**src/rtl/seq_detector_param.sv**
```systemverilog
// seq_detector_param
// Serial pattern detector with a run-time loadable pattern, length and
// overlap mode, plus a saturating match counter.
//
// Ports
//   clk     : single clock, all state changes on its rising edge
//   rst     : asynchronous active-low reset
//   in      : serial data bit, consumed on a rising clk when en=1
//   en      : sample-valid qualifier (0 = no bit consumed, state held)
//   load    : configuration load strobe (has priority over en)
//   pat_in  : pattern to load; pat_in[len-1] is the first-received bit
//   len_in  : pattern length to load (valid 2..MAX_LEN)
//   ovl_in  : mode to load, 1 = overlapping, 0 = non-overlapping
//   out     : Mealy match flag, combinational from in and registered state
//   count   : registered saturating match count
//   cfg_err : registered flag, last loaded len_in was out of range
module seq_detector_param #(
    parameter int MAX_LEN = 8,
    parameter int CNT_W   = 8
) (
    input  logic               clk,
    input  logic               rst,
    input  logic               in,
    input  logic               en,
    input  logic               load,
    input  logic [MAX_LEN-1:0] pat_in,
    input  logic [4:0]         len_in,
    input  logic               ovl_in,
    output logic               out,
    output logic [CNT_W-1:0]   count,
    output logic               cfg_err
);

    localparam logic [4:0]         LEN_MAX  = 5'(MAX_LEN);
    localparam logic [4:0]         LEN_RST  = 5'd4;
    localparam logic [MAX_LEN-1:0] PAT_RST  = MAX_LEN'(4'b1101);
    localparam logic [CNT_W-1:0]   CNT_MAX  = {CNT_W{1'b1}};
    localparam logic [MAX_LEN:0]   WIN_ZERO = {(MAX_LEN+1){1'b0}};

    // A length is usable only when it spans at least two bits and fits the history.
    function automatic logic len_valid(input logic [4:0] len);
        return (len >= 5'd2) && (len <= LEN_MAX);
    endfunction

    logic [MAX_LEN-1:0] pat_q,  pat_d;
    logic [4:0]         len_q,  len_d;
    logic               ovl_q,  ovl_d;
    logic [MAX_LEN-1:0] hist_q, hist_d;
    logic [4:0]         fill_q, fill_d;
    logic [CNT_W-1:0]   count_q, count_d;
    logic               cfg_err_q, cfg_err_d;

    logic [MAX_LEN:0]   window_s;
    logic [MAX_LEN:0]   mask_s;
    logic [MAX_LEN:0]   diff_s;
    logic               fill_ok_s;
    logic               match_s;

    // Match evaluation: compare the newest len bits (history plus the live bit) to the pattern.
    always_comb begin
        window_s = {hist_q, in};
        mask_s   = WIN_ZERO;
        for (int i = 0; i <= MAX_LEN; i++) begin
            if (i < int'(len_q)) begin
                mask_s[i] = 1'b1;
            end else begin
                mask_s[i] = 1'b0;
            end
        end
        diff_s = (window_s ^ {1'b0, pat_q}) & mask_s;
        // Enough bits have arrived once the history plus the live bit covers len.
        fill_ok_s = ({1'b0, fill_q} + 6'd1) >= {1'b0, len_q};
        match_s   = en && !load && !cfg_err_q && len_valid(len_q) && fill_ok_s
                    && (diff_s == WIN_ZERO);
    end

    // Next-state logic: load wins over a sample, otherwise an enabled sample shifts in.
    always_comb begin
        pat_d     = pat_q;
        len_d     = len_q;
        ovl_d     = ovl_q;
        hist_d    = hist_q;
        fill_d    = fill_q;
        count_d   = count_q;
        cfg_err_d = cfg_err_q;
        if (load) begin
            pat_d     = pat_in;
            len_d     = len_in;
            ovl_d     = ovl_in;
            hist_d    = {MAX_LEN{1'b0}};
            fill_d    = 5'd0;
            count_d   = {CNT_W{1'b0}};
            cfg_err_d = !len_valid(len_in);
        end else if (en) begin
            hist_d = window_s[MAX_LEN-1:0];
            // Non-overlapping mode forgets the matched bits by restarting the fill.
            if (match_s && !ovl_q) begin
                fill_d = 5'd0;
            end else if (fill_q < LEN_MAX) begin
                fill_d = fill_q + 5'd1;
            end else begin
                fill_d = fill_q;
            end
            if (match_s && (count_q != CNT_MAX)) begin
                count_d = count_q + {{(CNT_W-1){1'b0}}, 1'b1};
            end else begin
                count_d = count_q;
            end
        end else begin
            hist_d = hist_q;
            fill_d = fill_q;
        end
    end

    // State registers with asynchronous reset to the default 1101 configuration.
    always_ff @(posedge clk or negedge rst) begin
        if (!rst) begin
            pat_q     <= PAT_RST;
            len_q     <= LEN_RST;
            ovl_q     <= 1'b0;
            hist_q    <= {MAX_LEN{1'b0}};
            fill_q    <= 5'd0;
            count_q   <= {CNT_W{1'b0}};
            cfg_err_q <= 1'b0;
        end else begin
            pat_q     <= pat_d;
            len_q     <= len_d;
            ovl_q     <= ovl_d;
            hist_q    <= hist_d;
            fill_q    <= fill_d;
            count_q   <= count_d;
            cfg_err_q <= cfg_err_d;
        end
    end

    assign out     = match_s;
    assign count   = count_q;
    assign cfg_err = cfg_err_q;

endmodule

```
**config.mk**
```make
export PLATFORM = sky130hd
export DESIGN_NAME = seq_detector_param
export DESIGN_NICKNAME = d
export VERILOG_FILES = /design/src/rtl/seq_detector_param.sv
export SDC_FILE = /design/constraint.sdc
export NUM_CORES = 1
export LEC_CHECK = 0
export ABC_AREA = 0
export CAP_MARGIN = 20
export CORE_MARGIN = 2
export CORE_UTILIZATION = 50
export CTS_CLUSTER_SIZE = 30
export DETAILED_ROUTE_END_ITERATION = 10
export GPL_ROUTABILITY_DRIVEN = 0
export HOLD_SLACK_MARGIN = 0.08
export PLACE_DENSITY = 0.75
export SLEW_MARGIN = 15
export SYNTH_ARGS = -nofsm -noshare
export SYNTH_HDL_FRONTEND = slang
export SYNTH_SLANG_ARGS = --single-unit
export TNS_END_PERCENT = 5
```
**constraint.sdc**
```tcl
create_clock -name clk -period 6.4 [get_ports clk]
set_clock_uncertainty 0.05 [all_clocks]
set_input_delay 1.28 -clock clk [delete_from_list [all_inputs] [get_ports clk]]
set_output_delay 1.28 -clock clk [all_outputs]
set_load 0.01 [all_outputs]
```
After elaboration in Yosys (flattened, before gate mapping)
Cells that the tools add are included.
{ "word_totals": {"reg_bits": 36, "input_bits": 19, "out_inout_bits": 10} }
{ "classes": {"n_addsub": 3, "order_cmp": 15, "n_eq_ne": 1, "n_mux": 18, "bitwise": 2, "n_reduce_logical": 19} }
{ "ops": {"columns": ["cell", "count"], "rows": [
  ["two-way mux 8 bit", 5],
  ["< comparator 3 x 5 -> 1 bit (first input constant)", 4],
  ["two-way mux 5 bit", 4],
  ["greater-or-equal comparator 5 x 2 -> 1 bit (second input constant)", 2],
  ["<= comparator 5 x 4 -> 1 bit (second input constant)", 2],
  ["< comparator 1 x 5 -> 1 bit (first input constant)", 2],
  ["< comparator 2 x 5 -> 1 bit (first input constant)", 2],
  ["bitwise AND 9 bit", 1],
  ["logical AND 1 bit", 9],
  ["zero test 9 bit", 1],
  ["two-way mux 1 bit", 9],
  ["XOR 9 x 8 -> 9 bit", 1],
  ["adder 8 x 1 -> 8 bit (second input constant)", 1],
  ["!= test 8 bit (second input constant)", 1],
  ["adder 5 x 1 -> 6 bit (second input constant)", 1],
  ["greater-or-equal comparator 6 x 5 -> 1 bit", 1],
  ["adder 5 x 1 -> 5 bit (second input constant)", 1],
  ["< comparator 4 x 5 -> 1 bit (first input constant)", 1],
  ["< comparator 5 x 4 -> 1 bit (second input constant)", 1],
  ["zero test 1 bit", 4],
  ["AND reduction 2 bit", 2],
  ["nonzero test 2 bit", 2],
  ["nonzero test 3 bit", 1]
]} }

Depth between registers and ports, before layout
{ "depth": {"depth_word": 10, "mapped_depth": 10} }

Least setup slack after synthesis
OpenSTA, ideal clock, no wires.
{ "synth_path": {"kind": "input -> output", "startpoint": "in load", "endpoint": "out out", "arrival_time_ns": 2.560, "required_time_ns": 5.070, "path_slack_ns": 2.510, "cell_stages": 7, "cell_sequence": "buf_2 nor2_1 nand4_1 a211o_1 or3_4 buf_6 nor2_1"} }
{ "synth_via": {"elab_chain_cells": 6} }
{ "synth_rtl": {"columns": ["item", "line", "source"], "rows": [
  ["start: declaration", "25", "input logic load,"],
  ["zero test 1 bit", "73", "match_s = en && !load && !cfg_err_q && len_valid(len_q) && fill_ok_s"],
  ["logical AND 1 bit (4 in a row)", "73", null],
  ["logical AND 1 bit", "74", "&& (diff_s == WIN_ZERO);"],
  ["end: declaration", "29", "output logic out,"]
]} }
Every way passes these cells.

Worst setup path after layout
Same ends and word-level chain as after synthesis.

==> reports/results.ini <==
[clocking]
cts_hold_buf = 0
htreeDepth = 2
cts_max_path_buffers = 2
clock-sinks = 35
numCtsBuffers = 5
path_clk_slew_ns = 0.07
cts_root_buf = clkbuf_8
clk_latency_ns = 0.29
cts_tree = yes
cts_setup_buffers = 0
cts_resized = 0

[synth]
synth_area_um2 = 1890
synthCells = 182
synth.area.top_cells = dfrtp_1, mux2_2, dfstp_2
yosysTopAreaCellShare_pct = 41.1
synth_cell_types = 37
syn_nets = 208
yosysTopAreaCell = dfrtp_1
ys.flop_type = dfrtp_1
seq_area_frac_synth_pct = 46.7
netlist_top_cells_count = dfrtp_1, nor2_1, o21ai_0
yosysMostFrequentCell = dfrtp_1
syn_avg_cell_area_um2 = 10.4
synth-edff-count = 0
async_flop_share_pct = 100
ys_ff_latch = 35
ys_warn_count = 0

[route]
drt-initial-drc-count = 127
wl_um = 3880
wl_per_cell_um = 14.8
drc = 0
vias_per_cell = 5.74
dr_total_vias = 1504
postRouteAntennaNets = 0
drtPass1Iterations = 4

[die]
die-area_um2 = 4280
rows = 22
start_util_pct = 51.9
num_io_pins = 29
die-width_um = 65.4
die_h_um = 65.4
core-area_um2 = 3630

[timing]
hold_viol = 0
finalCritPeriodShare_pct = 77.7
worst_slack_ns = 1.43
fmax_mhz = 201
tightest_slew_ns = 0.627
final_max_slew_viol_count = 0
grt_setup_unrepaired = false
setup_viol = 0
period_minus_slack_ns = 4.97
whs_ns = 0.495
final.setup.tns_ns = 0
slew_headroom_pct = 57.9

[hold_path]
hp-class = register to register

[power_and_ir_drop]
finalPower_mw = 0.482
p_per_area_nw_per_um2 = 211
p_sw_mw = 0.124
clkPwrFrac_pct = 34.3
vdd_ir_drop_max_uv = 177
p_comb_share_pct = 14.6
swShare_pct = 25.8
intPower_mw = 0.357
pwr-share-seq_pct = 51.0
p_leak_nw = 0.969

[placed_design]
place_ws_ns = 1.43
dp_cells = 254
hpwl_um = 2870
io_buffers = 28
place_area_um2 = 2190

[final_layout]
instances_no_fill = 262
design_area_um2 = 2290
syn_to_final_growth_pct = 21.2
drive_gt1_share_pct = 14.5
final_core_util_pct = 62.9
diodes = 0
nets = 239

[worst_setup_path]
critical_path_class = primary input to output pin
cp-end-kind = output pin
slowest_delay_ns = 0.55
startpoint_type = primary input
worstPathCellList = clkdlybuf4s50_1, buf_4, nor2_1, nand4_1, a211o_1, or3_4, nor2_1, clkdlybuf4s50_1
slowest_stage = clkdlybuf4s50_1
worstPathArrival_ns = 3.64
path_max_fanout = 41
required_ns = 5.07

[grt]
grt-ovfl-total = 0
grt_usage_pct = 20.8
antenna_found_initial = 0
grt_max_degree = 42
grt_pass1_vias = 1493
grt_pass1_wl_um = 6710

[job]
cap_violations = 0

[status]
outcome = completed

critical path, delay by kind of cell:
family,cells,cell delay (ns)
buffers and inverters,3,1.21
AOI/OAI and AO/OA,1,0.30
and+or+nand+nor,4,0.85
flip-flops by register name (all words and copies together) (netlist names):
| register | flops |
|---|---|
| pat_q | 8 |
| cfg_err | 1 |
| count | 8 |
| len_q | 5 |
| fill_q | 5 |
| ovl_q | 1 |
| hist_q | 7 |
path summary, 6_finish.rpt:
| check | startpoint | endpoint | slack (ns) | cells past startpoint |
|---|---|---|---|---|
| max in group asynchronous | rst | pat_q[0] | 4.59 | 2 |
| min reg2reg | pat_q[5] | pat_q[5] | 0.49 | 1 |
| min in group asynchronous | rst | len_q[3] | 1.35 | 2 |
| min | pat_q[5] | pat_q[5] | 0.49 | 1 |
| max | load | out | 1.43 | 8 |
| max reg2reg | fill_q[0] | fill_q[1] | 3.66 | 9 |
placed cells by master, fill, tap and decap left out, types with 2 or more instances in the layout:
cell type        instances
ha_1                     7
or3_1                    5
nand2_1                  7
clkdlybuf4s50_1         28
nor2b_1                  2
xor2_1                   3
nor3_1                   8
and3_1                   4
nand4_1                  5
a31oi_1                  2
nor2_1                  14
inv_1                    6
xnor2_1                 10
mux2i_1                  8
a21oi_1                 12
mux2_2                  11
buf_4                    3
nand3_1                  5
dfstp_2                  4
clkbuf_8                 6
nor3b_1                  2
dfrtp_1                 31
o31ai_1                  3
o21ai_0                 14
power by group through the flow:
stage	Sequential, mW	Combinational (mW)	Clock, mW
3_3_place_gp	0.249	0.0678	0
5_1_grt	0.247	0.0790	0.179
4_1_cts	0.246	0.0712	0.170
3_5_place_dp	0.250	0.0708	0
6_report	0.246	0.0705	0.165
2_1_floorplan	0.247	0.0445	0
final cells by class:
cell class	instances	area [um2]
sequential	35	881
multi-input combinational	134	928
fill	324	1350
inverter	6	22.5
timing repair buffer	31	303
clock buffer	7	86.3
clock inverter	1	5.00
tap	48	60.1
cell families (layout without fill, tap and decap cells):
logic type                 after synthesis  in the layout  synth area share [%]
muxes                                   19             19                  10.8
buffers and inverters                   13             45                  4.11
xor gates and xnor gates                13             13                  6.03
adders and majority gates                7              7                  4.64
AOI/OAI and AO/OA                       36             36                  11.0
DFF                                     35             35                  46.7
and+or+nand+nor                         59             59                  16.7
routing by layer:
metal	global-route usage (%)	share of wire, %	routed length (um)
met5	0	0	0
met4	8.07	1.5	57
met3	7.02	5.5	212
met2	35.2	50	1940
met1	24.2	43	1670
No activity file was read; power rests on OpenSTA's default activity.
